==> src/rtl/conv_pkg.sv <==
// Shared constants and the result record for the convolution datapath.
package conv_pkg;

  localparam int PIXEL_SIZE   = 8;
  localparam int KERNEL_SIZE  = 9;
  localparam int KERNEL_WIDTH = 12;
  localparam int IMAGE_WIDTH  = 28;
  localparam int IMAGE_HEIGHT = 28;
  localparam int ACC_WIDTH    = 25;

  // Zero-extended pixel times signed coefficient.
  localparam int PROD_WIDTH = PIXEL_SIZE + 1 + KERNEL_WIDTH;
  localparam int COL_WIDTH  = $clog2(IMAGE_WIDTH);
  localparam int ROW_WIDTH  = $clog2(IMAGE_HEIGHT);

  typedef struct packed {
    logic signed [ACC_WIDTH-1:0] data;
    logic                        last;
  } result_t;

  // Sign-extend one product to accumulator width.
  function automatic logic signed [ACC_WIDTH-1:0] sext_prod(
    input logic signed [PROD_WIDTH-1:0] p
  );
    return {{(ACC_WIDTH - PROD_WIDTH){p[PROD_WIDTH-1]}}, p};
  endfunction

endpackage

==> src/rtl/sync_fifo.sv <==
// Single-clock FIFO with occupancy count and a sticky overflow flag.
// A push onto a full FIFO succeeds only when a pop happens in the same cycle.
module sync_fifo #(
  parameter int WIDTH = 8,
  parameter int DEPTH = 8
) (
  input  logic                     clk,
  input  logic                     reset,
  input  logic                     push,
  input  logic [WIDTH-1:0]         push_data,
  input  logic                     pop,
  output logic [WIDTH-1:0]         pop_data,
  output logic [$clog2(DEPTH):0]   count,
  output logic                     full,
  output logic                     empty,
  output logic                     overflow
);

  localparam int AW = $clog2(DEPTH);

  logic [WIDTH-1:0] mem [DEPTH];
  logic [AW-1:0]    wr_ptr;
  logic [AW-1:0]    rd_ptr;
  logic             do_push;
  logic             do_pop;

  assign full     = (count == (AW+1)'(DEPTH));
  assign empty    = (count == '0);
  assign do_pop   = pop && !empty;
  assign do_push  = push && (!full || do_pop);
  assign pop_data = mem[rd_ptr];

  // Pointer, count and overflow bookkeeping.
  always_ff @(posedge clk) begin
    // NOTE: sequential state uses non-blocking assignments so every register
    // samples the pre-edge values of its neighbours.
    if (!reset) begin
      wr_ptr   <= '0;
      rd_ptr   <= '0;
      count    <= '0;
      overflow <= 1'b0;
    end else begin
      if (do_push) wr_ptr <= wr_ptr + AW'(1);
      if (do_pop)  rd_ptr <= rd_ptr + AW'(1);
      count <= count + (AW+1)'(do_push) - (AW+1)'(do_pop);
      if (push && !do_push) overflow <= 1'b1;
    end
  end

  // Storage write.
  always_ff @(posedge clk) begin
    // NOTE: the storage array has no reset; the empty flag hides stale entries.
    if (do_push) mem[wr_ptr] <= push_data;
  end

endmodule

==> src/rtl/conv3x3_filter.sv <==
// Streaming valid-mode 3x3 convolution: two line buffers feed a 3x3 window,
// a registered multiply stage, then a combinational adder tree into a FIFO.
module conv3x3_filter
  import conv_pkg::*;
#(
  parameter int FIFO_DEPTH = 8
) (
  input  logic                                clk,
  input  logic                                reset,
  input  logic [PIXEL_SIZE-1:0]               pixel,
  input  logic                                pixel_valid,
  input  logic [KERNEL_SIZE*KERNEL_WIDTH-1:0] kernel,
  output logic                                interrupt,
  output logic signed [ACC_WIDTH-1:0]         result,
  output logic                                result_valid,
  output logic                                result_last,
  input  logic                                result_ready,
  output logic                                overflow
);

  localparam int CNT_W = $clog2(FIFO_DEPTH) + 1;
  localparam int OCC_W = CNT_W + 1;

  logic [PIXEL_SIZE-1:0] line_buf0 [IMAGE_WIDTH];
  logic [PIXEL_SIZE-1:0] line_buf1 [IMAGE_WIDTH];
  logic [PIXEL_SIZE-1:0] win [3][3];

  logic [COL_WIDTH-1:0] col;
  logic [ROW_WIDTH-1:0] row;
  logic                 win_valid, win_last;
  logic                 prod_valid, prod_last;

  logic signed [PROD_WIDTH-1:0] pix_ext  [KERNEL_SIZE];
  logic signed [PROD_WIDTH-1:0] coef_ext [KERNEL_SIZE];
  logic signed [PROD_WIDTH-1:0] prod     [KERNEL_SIZE];
  logic signed [ACC_WIDTH-1:0]  acc;

  result_t          fifo_in, fifo_out;
  logic [CNT_W-1:0] fifo_count;
  logic             fifo_full, fifo_empty;
  logic [OCC_W-1:0] occupancy;

  // Position tracking and pipeline valid/last tags.
  always_ff @(posedge clk) begin
    if (!reset) begin
      col        <= '0;
      row        <= '0;
      win_valid  <= 1'b0;
      win_last   <= 1'b0;
      prod_valid <= 1'b0;
      prod_last  <= 1'b0;
    end else begin
      win_valid  <= pixel_valid && (row >= ROW_WIDTH'(2)) && (col >= COL_WIDTH'(2));
      win_last   <= (row == ROW_WIDTH'(IMAGE_HEIGHT-1)) && (col == COL_WIDTH'(IMAGE_WIDTH-1));
      prod_valid <= win_valid;
      prod_last  <= win_last;
      if (pixel_valid) begin
        if (col == COL_WIDTH'(IMAGE_WIDTH-1)) begin
          col <= '0;
          row <= (row == ROW_WIDTH'(IMAGE_HEIGHT-1)) ? '0 : row + ROW_WIDTH'(1);
        end else begin
          col <= col + COL_WIDTH'(1);
        end
      end
    end
  end

  // Line buffers and window shift; the new column is {row-2, row-1, current}.
  always_ff @(posedge clk) begin
    if (pixel_valid) begin
      for (int r = 0; r < 3; r++) begin
        win[r][0] <= win[r][1];
        win[r][1] <= win[r][2];
      end
      win[0][2]      <= line_buf1[col];
      win[1][2]      <= line_buf0[col];
      win[2][2]      <= pixel;
      line_buf1[col] <= line_buf0[col];
      line_buf0[col] <= pixel;
    end
  end

  // Operand widening: pixel zero-extended, coefficient sign-extended.
  always_comb begin
    for (int i = 0; i < KERNEL_SIZE; i++) begin
      pix_ext[i]  = PROD_WIDTH'($signed({1'b0, win[i/3][i%3]}));
      coef_ext[i] = PROD_WIDTH'($signed(kernel[i*KERNEL_WIDTH +: KERNEL_WIDTH]));
    end
  end

  // Registered products of the current window.
  always_ff @(posedge clk) begin
    for (int i = 0; i < KERNEL_SIZE; i++) begin
      prod[i] <= pix_ext[i] * coef_ext[i];
    end
  end

  // Full-precision sum of the nine products.
  always_comb begin
    // NOTE: assigning a default first keeps this block free of inferred latches.
    acc = '0;
    for (int i = 0; i < KERNEL_SIZE; i++) begin
      acc = acc + sext_prod(prod[i]);
    end
  end

  assign fifo_in = '{data: acc, last: prod_last};

  sync_fifo #(
    .WIDTH ($bits(result_t)),
    .DEPTH (FIFO_DEPTH)
  ) u_fifo (
    .clk       (clk),
    .reset     (reset),
    .push      (prod_valid),
    .push_data (fifo_in),
    .pop       (result_ready),
    .pop_data  (fifo_out),
    .count     (fifo_count),
    .full      (fifo_full),
    .empty     (fifo_empty),
    .overflow  (overflow)
  );

  assign result       = fifo_out.data;
  assign result_valid = !fifo_empty;
  assign result_last  = fifo_out.last && !fifo_empty;

  assign occupancy = OCC_W'(fifo_count) + OCC_W'(win_valid) + OCC_W'(prod_valid);

  // Back-pressure request to the reader, leaving room for in-flight pixels.
  always_ff @(posedge clk) begin
    if (!reset) interrupt <= 1'b0;
    else        interrupt <= (occupancy >= OCC_W'(FIFO_DEPTH-4));
  end

endmodule

==> config.mk <==
export PLATFORM = sky130hd
export DESIGN_NAME = conv3x3_filter
export DESIGN_NICKNAME = d
export VERILOG_FILES = /design/src/rtl/conv_pkg.sv /design/src/rtl/sync_fifo.sv /design/src/rtl/conv3x3_filter.sv
export SDC_FILE = /design/constraint.sdc
export NUM_CORES = 2
export LEC_CHECK = 0
export BUFFER_PORTS_ARGS = -buffer_cell sky130_fd_sc_hd__buf_2
export CAP_MARGIN = 0
export CORE_MARGIN = 2
export CORE_UTILIZATION = 45
export CTS_CLUSTER_DIAMETER = 120
export DETAILED_ROUTE_END_ITERATION = 8
export SLEW_MARGIN = 5
export SYNTH_ARGS = -nofsm -noshare
export SYNTH_HDL_FRONTEND = slang
export SYNTH_SLANG_ARGS = --single-unit
==> constraint.sdc <==
create_clock -name clk -period 5.5 [get_ports clk]
set_input_delay 0.55 -clock clk [delete_from_list [all_inputs] [get_ports clk]]
set_output_delay 0.55 -clock clk [all_outputs]
set_load 0.05 [all_outputs]
==> metrics.cfg <==
[yosys]
synth_seq_cells = 951
yosysMostFrequentCell = inv_1
synth-adder-area-share_pct = 32.0
syn-num-nets = 7232
async_flop_share_pct = 0
synth_top_area_cell = edfxtp_1
yosys.area_share.simple_pct = 9.30
synth_top_family_by_area = adder cells
synthMuxAreaShare_pct = 6.80
netlist_top_cells_area = edfxtp_1, fa_1, ha_1
postSynthCellCount = 5838
yosysTopAreaCellShare_pct = 31.3
ys_top_cells_by_count = inv_1, fa_1, edfxtp_1
yosys.cell_types.count = 72
yosys.area_share.xor_xnor_pct = 2.36
yosysSeqAreaShare_pct = 37.7
synth_compound_area_share_pct = 3.69
synth_edf_count = 728
syn-cell-area_um2 = 69900
syn_avg_cell_area_um2 = 12.0
synth_flop_cell = edfxtp_1
yosys_warnings = 0

[worst_setup_path]
reg2reg_depth = 15
arrival_ns = 5.81
r2r-end = prod[0][60]
r2r-start = win[0][1]
crit_required_ns = 6.12
cp-start-kind = register
cp_max_fo = 13
crit_start = win[0][1]
cp-end-kind = register
path_class = reg2reg
r2r_slack_ns = 0.31

[clock_tree]
post_cts_buffers = 0
clk_pin_slew_ns = 0.06
post_cts_resized = 0
ctsRootBufferMaster = clkbuf_16
clock_sinks = 951
cts_buffer_depth = 3
cts_tree = done
cts_max_level = 3
cts_hold_buf = 0
clk_latency_ns = 0.77
numCtsBuffers = 101

[run]
drv_cap = 0

[global_routing]
grt_pass1_wl_mm = 251
antenna_found_initial = 31
grt_pass1_vias = 44100
grt_max_degree = 53
track_usage_pct = 20.6
gr-total-overflow = 0

[layout]
syn_to_final_growth_pct = 9.41
multi_input_area_um2 = 37800
fill_cells = 13700
fin_nets = 7383
drive_gt1_share_pct = 9.72
register_area_um2 = 26300
final_area_um2 = 76500

[route]
drt_first_pass_iters = 8
via_count = 41100
wire_per_inst_um = 19.3
drc = 0
vias_per_cell = 5.05
drt-initial-drc-count = 2473
finalWirelength_mm = 157
postRouteAntennaNets = 0

[worst_hold_path]
hold_path.class = in2reg
min_path_cells = 2
holdPathEnd = prod[0][63]
min_from = kernel[36]

[sta]
max_freq_mhz = 193
rsz0062_at_grt = false
worst_pin_slew_ns = 1.15
fin_crit_ns = 5.19
setup_viol = 0
finalHoldViolations = 0
tns_ns = 0
fin_skew_ns = 0.0588
slew_headroom_pct = 23.2
drv_slew = 0
final.period_utilization_pct = 94.4

[place]
placed_cell_area_um2 = 72900
dp.final_hpwl_mm = 120
portBuffers = 148
gp_congestion = 0.861

[die]
rows = 144
io_pins = 149
core_area_um2 = 154000
die_width_um = 398
die-area_um2 = 158000
start_util_pct = 45.3
die_y_um = 398

[status]
status = complete, no violations

[how the worst max path moves through the flow]
stage | endpoint | slack [ns]
2_1_floorplan | prod[0][187] | 0.85
3_3_place_gp | prod[0][60] | 0.36
3_5_place_dp | prod[0][60] | 0.30
4_1_cts | prod[0][60] | 0.33
5_1_grt | prod[0][188] | 0.02
6_report | prod[0][60] | 0.31
[metal layers]
| metal | track usage (%) | up-vias | share of wire [%] |
|---|---|---|---|
| li1 | - | 18900 | - |
| met1 | 27.3 | 21100 | 43 |
| met2 | 35.6 | 776 | 50 |
| met3 | 3.21 | 194 | 4.8 |
| met4 | 4.78 | 16 | 2.1 |
| met5 | 0 | - | 0.069 |
[through the flow]
step,util [%],std cells,setup WS [ns],hold WS (ns)
2_1_floorplan,-,5838,0.852,0.412
3_3_place_gp,47.3,7930,0.355,0.451
3_5_place_dp,47.3,7930,0.301,0.455
4_1_cts,49.6,8122,0.326,0.134
5_1_grt,49.6,8129,0.0239,0.180
6_report,49.6,8131,0.310,0.176
[critical path, stage by stage (launching register included)]
cell and delay [ns]:
edfxtp_1 0.61, and2_1 0.29, fa_1 0.72, inv_1 0.10, fa_1 0.49, inv_1 0.05
fa_1 0.53, inv_1 0.05, fa_1 0.47, inv_1 0.04, ha_1 0.34, a21o_1 0.22
nand2b_1 0.15, o311ai_1 0.40, a21oi_1 0.21, o311ai_1 0.41
[cells by family (layout without fill, tap and decap cells)]
| family | count (synthesis) | after routing |
|---|---|---|
| simple gates | 1282 | 1282 |
| flops | 951 | 951 |
| buf+inv | 1500 | 1740 |
| compound gates | 399 | 399 |
| mux | 244 | 244 |
| xor+xnor | 188 | 188 |
| other cells | 0 | 9 |
| fa+ha+maj | 1274 | 1274 |
[placed cells by master, fill, tap and decap left out, drive strengths merged, types with 14 or more instances in the layout]
master | Yosys | final
a21o | 45 | 45
nor2 | 111 | 111
xnor2 | 138 | 138
fa | 854 | 854
buf | 31 | 186
inv | 1362 | 1367
nand2b | 30 | 30
mux2i | 21 | 21
edfxtp | 728 | 728
a211oi | 18 | 18
o21bai | 17 | 17
nand4 | 14 | 14
nor3 | 40 | 40
o21a | 27 | 27
nor2b | 25 | 25
o21ai | 75 | 75
clkbuf | 107 | 129
dfxtp | 223 | 223
and2 | 510 | 510
xor2 | 50 | 50
nand2 | 476 | 476
and3 | 23 | 23
ha | 420 | 420
mux2 | 43 | 43
clkinv | 0 | 44
mux4 | 180 | 180
a31oi | 15 | 15
nand3 | 27 | 27
a21oi | 126 | 126
[sequential cells by signal, indices dropped and copies added, names as in the netlist, named ones only]
signal,flops
line_buf1,224
prod,189
u_fifo.mem,208
row,5
u_fifo.overflow,1
interrupt,1
win_last,1
win_valid,1
u_fifo.count,4
line_buf0,224
col,5
u_fifo.rd_ptr,3
prod_valid,1
win,72
u_fifo.wr_ptr,3
prod_last,1
[final cells by class]
type | count | area share (%)
Clock buffer | 129 | 3.65
Inverter | 1362 | 6.69
Tap cell | 2044 | 3.34
Clock inverter | 63 | 0.948
Timing Repair Buffer | 186 | 1.39
Sequential cell | 951 | 34.5
Antenna cell | 9 | 0.0295
Multi-Input combinational cell | 3387 | 49.5
Power is not shown: default switching activity piles up to over one toggle a cycle in this logic, so the estimate is an artifact.
